===== src/rtl/uart_tx_frame_unit.sv =====
// UART transmitter: accepts a byte on a valid/ready handshake and sends it LSB-first as
// start, 8 data bits, optional parity, 1 stop. Baud and parity encodings match the receiver.
// Optional feature: define UART_TX_FIFO_EN to place a FIFO_DEPTH-entry buffer ahead of the
// FSM, giving back-to-back frames with no idle gap. Without it, a single-byte handshake.
module uart_tx_frame_unit #(
    parameter int unsigned CLK_FREQ   = 50_000_000,
    parameter int unsigned FIFO_DEPTH = 4
) (
    input  logic       clk,
    input  logic       reset,
    input  logic [1:0] baud_rate,
    input  logic [1:0] parity_type,
    input  logic [7:0] data_in,
    input  logic       send,
    output logic       ready,
    output logic       dout,
    output logic       active,
    output logic       done,
    output logic       parity_bit
);

    localparam int unsigned Div0 = CLK_FREQ / 2400;
    localparam int unsigned Div1 = CLK_FREQ / 4800;
    localparam int unsigned Div2 = CLK_FREQ / 9600;
    localparam int unsigned Div3 = CLK_FREQ / 19200;
    // Counter only has to reach Div0-1, the slowest rate.
    localparam int unsigned CntW = (Div0 > 1) ? $clog2(Div0) : 1;

    if ((FIFO_DEPTH < 2) || ((FIFO_DEPTH & (FIFO_DEPTH - 1)) != 0)) begin : g_bad_depth
        $error("FIFO_DEPTH must be a power of two >= 2");
    end

    typedef enum logic [2:0] {StIdle, StStart, StData, StParity, StStop} state_e;

    state_e          state_q, state_d;
    logic [CntW-1:0] cnt_q, cnt_d;
    logic [2:0]      bit_q, bit_d;
    logic [7:0]      data_q, data_d;
    logic [1:0]      baud_q, baud_d;
    logic            par_en_q, par_en_d;
    logic            par_q, par_d;
    logic            done_q, done_d;

    logic [CntW-1:0] last_cnt;
    logic            tick;
    logic            load;

    // Next frame source: FIFO head when buffered, otherwise the live handshake inputs.
    logic            src_valid;
    logic [7:0]      src_data;
    logic [1:0]      src_baud;
    logic [1:0]      src_par;

`ifdef UART_TX_FIFO_EN
    localparam bit FifoEn = 1'b1;
    localparam int unsigned PtrW = $clog2(FIFO_DEPTH);

    // Each entry carries its own baud/parity so queued frames keep the config they were sent with.
    logic [11:0]   mem_q [FIFO_DEPTH];
    logic [PtrW:0] wr_ptr_q, rd_ptr_q;
    logic          fifo_empty, fifo_full, push;

    assign fifo_empty = (wr_ptr_q == rd_ptr_q);
    assign fifo_full  = (wr_ptr_q[PtrW] != rd_ptr_q[PtrW]) &&
                        (wr_ptr_q[PtrW-1:0] == rd_ptr_q[PtrW-1:0]);
    // A pop in the same cycle frees a slot, so a full FIFO can still take a byte then.
    assign ready      = !fifo_full || load;
    assign push       = send && ready;
    assign src_valid  = !fifo_empty;
    assign {src_par, src_baud, src_data} = mem_q[rd_ptr_q[PtrW-1:0]];

    // FIFO storage and pointers; reset drops all buffered bytes.
    always_ff @(posedge clk) begin
        if (reset) begin
            wr_ptr_q <= '0;
            rd_ptr_q <= '0;
        end else begin
            if (push) begin
                mem_q[wr_ptr_q[PtrW-1:0]] <= {parity_type, baud_rate, data_in};
                wr_ptr_q <= wr_ptr_q + 1'b1;
            end
            if (load) begin
                rd_ptr_q <= rd_ptr_q + 1'b1;
            end
        end
    end
`else
    localparam bit FifoEn = 1'b0;

    assign ready     = (state_q == StIdle);
    assign src_valid = send;
    assign src_data  = data_in;
    assign src_baud  = baud_rate;
    assign src_par   = parity_type;
`endif

    // Bit period end for the baud rate latched at frame start.
    always_comb begin
        last_cnt = CntW'(Div0 - 1);
        unique case (baud_q)
            2'b00: last_cnt = CntW'(Div0 - 1);
            2'b01: last_cnt = CntW'(Div1 - 1);
            2'b10: last_cnt = CntW'(Div2 - 1);
            2'b11: last_cnt = CntW'(Div3 - 1);
            default: last_cnt = CntW'(Div0 - 1);
        endcase
    end

    assign tick = (cnt_q == last_cnt);

    // Frame sequencing, baud counting and frame latching.
    always_comb begin
        state_d  = state_q;
        cnt_d    = cnt_q;
        bit_d    = bit_q;
        data_d   = data_q;
        baud_d   = baud_q;
        par_en_d = par_en_q;
        par_d    = par_q;
        done_d   = 1'b0;
        load     = 1'b0;

        if (state_q != StIdle) begin
            cnt_d = tick ? '0 : cnt_q + 1'b1;
        end

        unique case (state_q)
            StIdle: begin
                if (src_valid) begin
                    load = 1'b1;
                end
            end
            StStart: begin
                if (tick) begin
                    state_d = StData;
                    bit_d   = 3'd0;
                end
            end
            StData: begin
                if (tick) begin
                    if (bit_q == 3'd7) begin
                        state_d = par_en_q ? StParity : StStop;
                    end else begin
                        bit_d = bit_q + 3'd1;
                    end
                end
            end
            StParity: begin
                if (tick) begin
                    state_d = StStop;
                end
            end
            StStop: begin
                if (tick) begin
                    done_d  = 1'b1;
                    state_d = StIdle;
                    // Buffered mode chains straight into the next start bit.
                    if (FifoEn && src_valid) begin
                        load = 1'b1;
                    end
                end
            end
            default: state_d = StIdle;
        endcase

        if (load) begin
            state_d  = StStart;
            cnt_d    = '0;
            bit_d    = 3'd0;
            data_d   = src_data;
            baud_d   = src_baud;
            par_en_d = (src_par == 2'b01) || (src_par == 2'b10);
            unique case (src_par)
                2'b01:   par_d = ~^src_data;
                2'b10:   par_d = ^src_data;
                default: par_d = 1'b0;
            endcase
        end
    end

    // State register; reset aborts any frame in flight.
    always_ff @(posedge clk) begin
        if (reset) begin
            state_q  <= StIdle;
            cnt_q    <= '0;
            bit_q    <= 3'd0;
            data_q   <= 8'd0;
            baud_q   <= 2'b00;
            par_en_q <= 1'b0;
            par_q    <= 1'b0;
            done_q   <= 1'b0;
        end else begin
            state_q  <= state_d;
            cnt_q    <= cnt_d;
            bit_q    <= bit_d;
            data_q   <= data_d;
            baud_q   <= baud_d;
            par_en_q <= par_en_d;
            par_q    <= par_d;
            done_q   <= done_d;
        end
    end

    // Serial line value decoded from the current state.
    always_comb begin
        dout = 1'b1;
        unique case (state_q)
            StStart:  dout = 1'b0;
            StData:   dout = data_q[bit_q];
            StParity: dout = par_q;
            default:  dout = 1'b1;
        endcase
    end

    assign active     = (state_q != StIdle);
    assign done       = done_q;
    assign parity_bit = par_q;

endmodule


===== config.mk =====
export PLATFORM = sky130hd
export DESIGN_NAME = uart_tx_frame_unit
export DESIGN_NICKNAME = d
export VERILOG_FILES = /design/src/rtl/uart_tx_frame_unit.sv
export SDC_FILE = /design/constraint.sdc
export NUM_CORES = 1
export LEC_CHECK = 0
export CORE_ASPECT_RATIO = 1.4
export CORE_UTILIZATION = 55
export CTS_CLUSTER_SIZE = 24
export DETAILED_ROUTE_END_ITERATION = 12
export PLACE_DENSITY = 0.78
export SYNTH_ARGS = -nofsm -noshare
export SYNTH_HDL_FRONTEND = slang
export SYNTH_SLANG_ARGS = --single-unit
export TNS_END_PERCENT = 20

===== constraint.sdc =====
create_clock -name clk -period 3.5 [get_ports clk]
set_clock_uncertainty 0.2 [all_clocks]
set_input_delay 0.875 -clock clk [delete_from_list [all_inputs] [get_ports clk]]
set_output_delay 0.875 -clock clk [all_outputs]
set_load 0.01 [all_outputs]

==> results of run 1 <==
## final cells by class
type                    count  area, sq um  share of cell area, %
inverters                  11         41.3                   1.98
multi-input cells         150         1020                   48.6
well taps                  39         48.8                   2.34
flip-flops and latches     34          681                   32.6
repair buffers             23          220                   10.5
clock buffers               6         82.6                   3.95
## layer usage
| layer | track usage [%] | part of all wire (%) |
|---|---|---|
| met5 | 0 | 0 |
| met2 | 41.5 | 52 |
| met4 | 17.1 | 5.2 |
| met3 | 5.48 | 3.4 |
| met1 | 24.2 | 39 |
## cells in the mapped netlist, types with 2 or more instances
cell type  number  area [sq um]
a21oi_1        10          50.1
a22o_1          9          78.8
and3_1          2          12.5
buf_2           3          15.0
clkbuf_1        6          22.5
dfxtp_1        34           681
ha_1            9           113
inv_1          11          41.3
mux2i_1         6          60.1
mux4_2          2          45.0
nand2_1        20          75.1
nand3_1         8          40.0
nand4_1         3          18.8
nor2_1         21          78.8
nor3_1          9          45.0
nor3b_1         2          15.0
o21ai_0         7          35.0
o22ai_1         2          12.5
or3_1           4          25.0
xnor2_1        20           175
xor2_1          4          35.0
## report_power, final
part	total (mW)	switching, mW	internal, mW
registers	0.408	0.00996	0.398
clock network	0.288	0.137	0.152
logic	0.0996	0.0464	0.0532
## stage by stage
stage / cells / power [mW] / hold WS [ns] / setup slack (ns)
finish: 263 / 0.795 / 0.278 / 0.159
detailed placement: 257 / 0.516 / 0.265 / 0.457
CTS: 263 / 0.803 / 0.280 / 0.139
global route: 263 / 0.826 / 0.301 / 0.0358
floorplan: 204 / 0.473 / 0.244 / 1.01
global placement: 257 / 0.512 / 0.259 / 0.473
## worst max-delay path, stage by stage (launching register included)
cell,delay [ns]
dfxtp_1,0.43
mux4_2,0.54
mux2i_1,0.16
a21oi_1,0.08
a311o_1,0.28
clkdlybuf4s50_1,0.48
## worst paths after layout
kind | endpoint | depth (start not counted)
worst max register to register | bit_q[0] | 7
worst min-delay path | data_q[6] | 1
worst max-delay path | dout | 5
worst min register to register | data_q[6] | 1
## logic make-up (layout without fill, tap and decap cells)
group / count (synthesis) / in the layout
buffers and inverters: 20 / 40
adder cells (fa/ha/maj): 9 / 9
multiplexers: 8 / 8
flip-flops: 34 / 34
AND/OR/NAND/NOR: 77 / 77
AO/OA/AOI/OAI: 32 / 32
XOR/XNOR: 24 / 24
## state kept, by name (all words and copies together) (netlist names)
name	flops
parity_bit	1
baud_q	2
bit_q	3
cnt_q	15
state_q	3
data_q	8
done	1
par_en_q	1
==> summary.md, run 1 <==
| Metric | Value |
|---|---|
| Slew Viols, Final | 0 |
| CTS max path bufs | 2 |
| DP Area | 2010 sq um |
| Hold WC Path Type | reg -> reg |
| Number of hold-repair buffers added at the cts stage | 0 |
| Final setup fails | 0 |
| RSZ-0062 raised after global routing | no |
| CTS root buffer | clkbuf_8 |
| Worst Path Required | 2.42 ns |
| Clock transition at path regs | 0.06 ns |
| Final Hold Vio Count | 0 |
| Post-synthesis adder-cell area fraction | 6.34% |
| Clk sinks | 34 |
| Routed vias/inst | 5.76 |
| Post-synth EDFFs | 0 |
| Full die area | 3460 sq um |
| Top Ports | 20 |
| I/O Buffers | 19 |
| Critical Path Source | bit_q[0] |
| Worst-Margin Slew | 0.681 ns |
| Mux contribution to synthesized area | 5.92% |
| Total iterations of the first detailed-routing run | 4 |
| Status | complete, no violations |
| Period utilisation layout | 95.4% |
| Final ANT Viol Nets | 0 |
| P per Cell Area | 381 nW/um^2 |
| Min-delay src | data_q[6] |
| CP max FO | 5 |
| # DRC | 0 |
| Diode count | 0 |
| Chip height | 69.2 um |
| XOR/XNOR Fraction of Synth Area | 11.8% |
| DR WL/cell | 14.2 um |
| # Post-CTS Setup Buffers | 0 |
| Area growth syn-to-layout | 17.7% |
| Die X-Extent | 50.0 um |
| Clock latency on the worst-skew pair | 0.29 ns |
| Synth Cell Area | 1780 sq um |
| Max-cap viol count | 0 |
| Crit Path Class | reg -> out |
| CORE AREA | 3090 sq um |
| Synth cell types | 33 |
| CTS buffer count | 5 |
| First-pass GRT wire length | 6.33 mm |
| Synth Warn # | 0 |
| Peak supply drop | 287 uV |
| CP Data Arrival Time | 2.27 ns |
| GRT Util Overall | 24.0% |
| Largest family of logic cells by synthesized area | simple AND/OR/NAND/NOR gates |
| Cells after Synth | 204 |
| Most common cell after layout, fill and taps aside | dfxtp_1 |
| Commonest cells after routing, fill and taps aside | 34 x dfxtp_1, 21 x nor2_1, 20 x xnor2_1, 20 x nand2_1, 19 x clkdlybuf4s50_1 |
| Min Tclk post-route | 3.34 ns |
| Sum Neg Setup Slack | 0 ns |
| Final HPWL DP | 2.82 mm |
| Layout Nets | 249 |
| Synth async-reset ratio | 0% |
| Filler instances | 249 |
| Post-Synth Simple-Gate Area | 21.4% |
| Relative slew slack | 54.2% |
| Initial antenna violation count | 0 |
| DR iter-0 viols | 54 |
| Overflow after GRT | 0 |
| Worst setup SP type | register |
| Core Rows | 24 |
| Initial Util | 57.4% |
| Layout cells sized above 1 | 6.25% |
| H-Tree Level Count | 2 |
| Final GP Congestion | 0.838 |
| RR Startpoint | baud_q[0] |
| Synth Flop Type | dfxtp_1 |
| Vias post-DR | 1514 |
| Final Instance Area | 2090 sq um |
| CTS tree | yes |
| FMAX | 299 MHz |
| Final core utilization | 67.6% |
| # resized after CTS | 0 |
| Post-synthesis sequential area ratio | 38.3% |
| Synth Area in Compound Gates | 11.7% |
| Pleak | 0.771 nW |
| Syn Nets | 228 |
| Total wire length | 3.74 mm |
| Crit end category | primary output |
| Largest net degree at the start of global routing | 14 |
| Syn Area/Cell | 8.70 sq um |
| FF+latch count, synth | 34 |
| R2R setup slack | 0.77 ns |
| Vias in the first global route | 1492 |
Power figures use the tool's default switching activity.
==> inputs of run 2 (changes only) <==
Settings changed: SLEW_MARGIN set to 20.
==> results of run 2 <==
No change in the layout: final DEF, timing and power equal those of run 1.
==> inputs of run 3 (changes only) <==
Settings changed: PLACE_DENSITY 0.78 to unset, PLACE_DENSITY_LB_ADDON set to 0.3.
==> run 3 against run 2 <==
Power up 8.6%. Maximum frequency down 0.65%. First-iteration DRC count fell by 5.6%. Count of clock-buffer cells in the layout decreased by 1. Wire length grew 2.5%. Largest cell class unchanged. Final cell count increased by 0.38%. Combinational power is essentially flat.
==> summary.md, run 3 (synthesis results as in run 1) <==
| Metric | Value |
|---|---|
| Chip height | 69.2 um (unchanged) |
| Final ANT Viol Nets | 0 (unchanged) |
| Total iterations of the first detailed-routing run | 4 (unchanged) |
| CTS max path bufs | 2 (unchanged) |
| Met1 WL | 1.51 mm (was 1.46 mm) |
| Top Ports | 20 (unchanged) |
| Min-delay src | data_q[4] (was data_q[6]) |
| DP Area | 2000 sq um (was 2010 sq um) |
| # DRC | 0 (unchanged) |
| H-Tree Level Count | 2 (unchanged) |
| GRT Util Overall | 24.8% (was 24.0%) |
| RR Startpoint | baud_q[0] (unchanged) |
| Crit Path Class | reg -> out (unchanged) |
| Pleak | 0.780 nW (was 0.771 nW) |
| DR WL/cell | 14.5 um (was 14.2 um) |
| Hold WS | 0.281 ns (was 0.278 ns) |
| Hold depth | 1 (unchanged) |
| Period utilisation layout | 96.1% (was 95.4%) |
| P per Cell Area | 410 nW/um^2 (was 381 nW/um^2) |
| # Post-CTS Setup Buffers | 0 (unchanged) |
| First-pass GRT wire length | 6.61 mm (was 6.33 mm) |
| Placed insts | 256 (was 257) |
| Die X-Extent | 50.0 um (unchanged) |
| Full die area | 3460 sq um (unchanged) |
| Overflow after GRT | 0 (unchanged) |
| Layout Nets | 248 (was 249) |
| Wire length on met3 | 146 um (was 126 um) |
| Crit end category | primary output (unchanged) |
| Peak supply drop | 362 uV (was 287 uV) |
| Top Metal Used | met4 (unchanged) |
| Final Hold Vio Count | 0 (unchanged) |
| Largest net degree at the start of global routing | 14 (unchanged) |
| CTS tree | yes (unchanged) |
| Most common cell after layout, fill and taps aside | dfxtp_1 (unchanged) |
| Met2 wire length | 2.05 mm (was 1.96 mm) |
| Area growth syn-to-layout | 18.7% (was 17.7%) |
| Layout cells sized above 1 | 6.67% (was 6.25%) |
| Relative slew slack | 49.1% (was 54.2%) |
| Clock transition at path regs | 0.07 ns (was 0.06 ns) |
| Worst Hold End | data_q[4] (was data_q[6]) |
| CP max FO | 5 (unchanged) |
| Status | complete, no violations (unchanged) |
| CTS buffer count | 5 (unchanged) |
| Worst Path Required | 2.42 ns (about the same) |
| I/O Buffers | 19 (unchanged) |
| RSZ-0062 raised after global routing | no (unchanged) |
| DR iter-0 viols | 51 (was 54) |
| R2R setup slack | 0.81 ns (was 0.77 ns) |
| Worst setup SP type | register (unchanged) |
| # resized after CTS | 0 (unchanged) |
| Min Tclk post-route | 3.36 ns (was 3.34 ns) |
| FMAX | 297 MHz (was 299 MHz) |
| Final Instance Area | 2110 sq um (was 2090 sq um) |
| Hold WC Path Type | reg -> reg (unchanged) |
| Vias in the first global route | 1557 (was 1492) |
| Initial Util | 57.4% (unchanged) |
| Commonest cells after routing, fill and taps aside | 34 x dfxtp_1, 21 x nor2_1, 20 x xnor2_1, 20 x nand2_1, 19 x clkdlybuf4s50_1 (unchanged) |
| Sum Neg Setup Slack | 0 ns (unchanged) |
| FF-to-FF path depth | 7 (unchanged) |
| Number of hold-repair buffers added at the cts stage | 0 (unchanged) |
| Total wire length | 3.84 mm (was 3.74 mm) |
| CORE AREA | 3090 sq um (unchanged) |
| Routed vias/inst | 5.72 (was 5.76) |
| Vias post-DR | 1509 (was 1514) |
| Final GP Congestion | 0.854 (was 0.838) |
| Diode count | 0 (unchanged) |
| Max-cap viol count | 0 (unchanged) |
| Critical R2R Capture | bit_q[1] (was bit_q[0]) |
| Slew Viols, Final | 0 (unchanged) |
| Largest Register | cnt_q (unchanged) |
| Largest register FFs | 15 (unchanged) |
| CP Data Arrival Time | 2.29 ns (was 2.27 ns) |
| Non-filler cells, final | 264 (was 263) |
| CTS root buffer | clkbuf_8 (unchanged) |
| Worst-Margin Slew | 0.760 ns (was 0.681 ns) |
| Largest registers | cnt_q: 15 flops, data_q: 8 flops (unchanged) |
| Final HPWL DP | 2.86 mm (was 2.82 mm) |
| Core Rows | 24 (unchanged) |
| Clock latency on the worst-skew pair | 0.29 ns (about the same) |
| Final setup fails | 0 (unchanged) |
| Clk sinks | 34 (unchanged) |
| Initial antenna violation count | 0 (unchanged) |
run 3: changes by cell type in the layout (fill, tap and decap cells not counted), sizes merged:
cell    before  now
clkinv       0    2
buf          4    3
bufinv       0    1
clkbuf       6    5
run 3: worst max path at each step:
stage	endpoint	slack [ns]	from	depth (start not counted)
final	dout	0.14	bit_q[0]	5
after global placement	dout	0.45	bit_q[0]	5
after floorplan	dout	1.01	bit_q[0]	4
after detailed placement	dout	0.43	bit_q[0]	5
after global routing	dout	0.03	bit_q[0]	5
after CTS	dout	0.11	bit_q[0]	5
run 3: routing by layer:
layer,vias up,track usage (%)
met3,10,6.14
met2,41,44.6
met5,-,0
met1,717,24.8
li1,741,-
met4,0,14.0
run 3: worst max-delay path: stages (launching register included):
cell,delay (ns)
dfxtp_1,0.44
mux4_2,0.53
mux2i_1,0.19
a21oi_1,0.09
a311o_1,0.27
clkdlybuf4s50_1,0.48
run 3: final cells by class:
type | count | area, sq um
repair buffers | 22 | 213
clock buffers | 5 | 68.8
well taps | 39 | 48.8
flip-flops and latches | 34 | 681
multi-input cells | 150 | 1020
fillers | 257 | 985
inverters | 11 | 41.3
clock inverters | 3 | 40.0
run 3: stage by stage:
| step | util (%) | setup slack (ns) | power, mW |
|---|---|---|---|
| detailed placement | 64.6 | 0.434 | 0.515 |
| finish | 68.2 | 0.137 | 0.864 |
| global route | 68.2 | 0.0258 | 0.894 |
| floorplan | - | 1.01 | 0.473 |
| CTS | 68.2 | 0.106 | 0.872 |
| global placement | 64.6 | 0.451 | 0.511 |
run 3: power by group:
group,internal (mW),switching (mW)
Combinational,0.0525,0.0474
Sequential,0.397,0.00959
Clock,0.209,0.148
Total,0.659,0.205
==> variant (flow settings as in run 1) <==
Re-encode `state_e` (5 states) as one-hot, 5 bits wide.
--- a/src/rtl/uart_tx_frame_unit.sv
+++ b/src/rtl/uart_tx_frame_unit.sv
@@ -30,7 +30,7 @@
         $error("FIFO_DEPTH must be a power of two >= 2");
     end
 
-    typedef enum logic [2:0] {StIdle, StStart, StData, StParity, StStop} state_e;
+    typedef enum logic [4:0] {StIdle = 5'b00001, StStart = 5'b00010, StData = 5'b00100, StParity = 5'b01000, StStop = 5'b10000} state_e;
 
     state_e          state_q, state_d;
     logic [CntW-1:0] cnt_q, cnt_d;
Behaviour: same outputs for any inputs over 10 cycles, from zero or initial values and one cycle with reset high; not proved beyond that.
==> variant against run 1 <==
  * Setup slack improved by 0.047 ns
  * Synthesized area rose by 20%
  * Fmax rose by 1.4%
  * Wire length rose by 19%
  * Design area rose by 17%
  * Final cell count rose by 12%
  * Sequential cell count rose by 2
  * Critical path depth did not move
  * Worst hold slack got worse by 0.0088 ns
  * Count of clock-buffer cells in the layout fell by 1
Power is not compared: it rests on default switching activity, and its combinational part moved more than twofold at a synthesized area within 25%.
==> variant: results <==
metrics = {
    "setup_path": {
        "crit_slowest_cell": "clkdlybuf4s50_1",
        "cp_max_fo": 14,
        "slowest_delay_ns": 0.57,
        "crit_start": "state_q[1]",
        "arrival_ns": 2.22,
    },
    "synth": {
        "yosys-top-cells-count": "36 x dfxtp_1, 19 x nand2_1, 19 x nor2_1",
        "synth_cell_type_count": 55,
        "synthAdderAreaFrac_pct": 5.88,
        "netlist_top_cells_area": "dfxtp_1 34%, xnor2_1 6.6%, ha_1 5.9%",
        "synth_mux_area_share_pct": 7.58,
        "yosys.area.top_type_share_pct": 33.9,
        "synth_compound_area_share_pct": 14.6,
        "synth_fp_nets": 258,
    },
    "detailed_routing": {
        "wl_per_cell_um": 15.2,
        "num_vias": 1709,
        "vias_per_cell": 5.81,
        "drt_iter0_markers": 24,
    },
    "grt": {
        "grtUsageTotal_pct": 24.7,
        "gr-usage-met1_pct": 24.4,
        "grt_pass1_wl_mm": 7.27,
        "grt_use_met2_pct": 48.1,
        "grt.met3_usage_pct": 4.99,
        "grt_max_degree": 22,
    },
    "timing": {
        "worstMarginPinSlew_ns": 1.02,
    },
    "final_layout": {
        "nets": 276,
        "drive_gt1_share_pct": 9.13,
    },
    "placed_design": {
        "numPortBuffers": 19,
        "dpl.hpwl_mm": 3.36,
        "gp_congestion": 0.807,
    },
    "clock_network": {
        "numCtsBuffers": 5,
    },
    "min_path": {
        "hold_path.startpoint": "par_en_q",
    },
    "outcome": {
        "outcome": "finished, final reports clean",
    },
}
variant: per-layer routing:
layer  vias to the layer above  wire length [um]
met5                         -                 0
met4                         0                92
met3                         8                96
met2                        20              2420
met1                       812              1860
li1                        869                 -
variant: cell families (layout without fill, tap and decap cells):
| kind of cell | count (synthesis) | in the layout |
|---|---|---|
| AO/OA/AOI/OAI | 42 | 42 |
| XOR/XNOR | 21 | 21 |
| adder cells (fa/ha/maj) | 10 | 10 |
| buffers and inverters | 15 | 34 |
| flip-flops | 36 | 36 |
| multiplexers | 13 | 13 |
| AND/OR/NAND/NOR | 96 | 96 |
variant: metrics by stage:
step	setup slack, ns	hold slack, ns	util [%]	cell area [sq um]
floorplan	1.05	0.237	-	2130
CTS	0.192	0.268	66.4	2440
global placement	0.548	0.249	63.4	2330
global route	0.0541	0.308	66.4	2440
finish	0.206	0.269	66.4	2440
detailed placement	0.511	0.257	63.4	2330
variant: power by group through the flow:
stage	clock [W]	sequential, W	combinational (W)
global route	0.000392	0.000477	0.000334
finish	0.000371	0.000471	0.000307
global placement	0	0.000478	0.000304
CTS	0.000375	0.000471	0.000309
floorplan	0	0.000461	0.000250
detailed placement	0	0.000480	0.000307
variant: worst max-delay path: cells and delay by family (launching register included):
kind,cells,cell delay (ns)
DFF,1,0.44
and+or+nand+nor,3,0.82
AOI/OAI and AO/OA,1,0.10
buffers and inverters,1,0.57
variant: area by class of cell:
type                            count  area share [%]
Inverter                            5           0.769
Clock buffer                        5            2.82
Timing Repair Buffer               21            8.41
Sequential cell                    36            29.5
Clock inverter                      3            1.74
Multi-Input combinational cell    182            54.6
Tap cell                           42            2.15
variant: final timing paths:
path                            slack, ns       end  depth (start not counted)
worst max-delay path                 0.21      dout                          5
worst min-delay path                 0.27  par_en_q                          2
worst max register to register       0.79  cnt_q[9]                          7
worst min register to register       0.27  par_en_q                          2
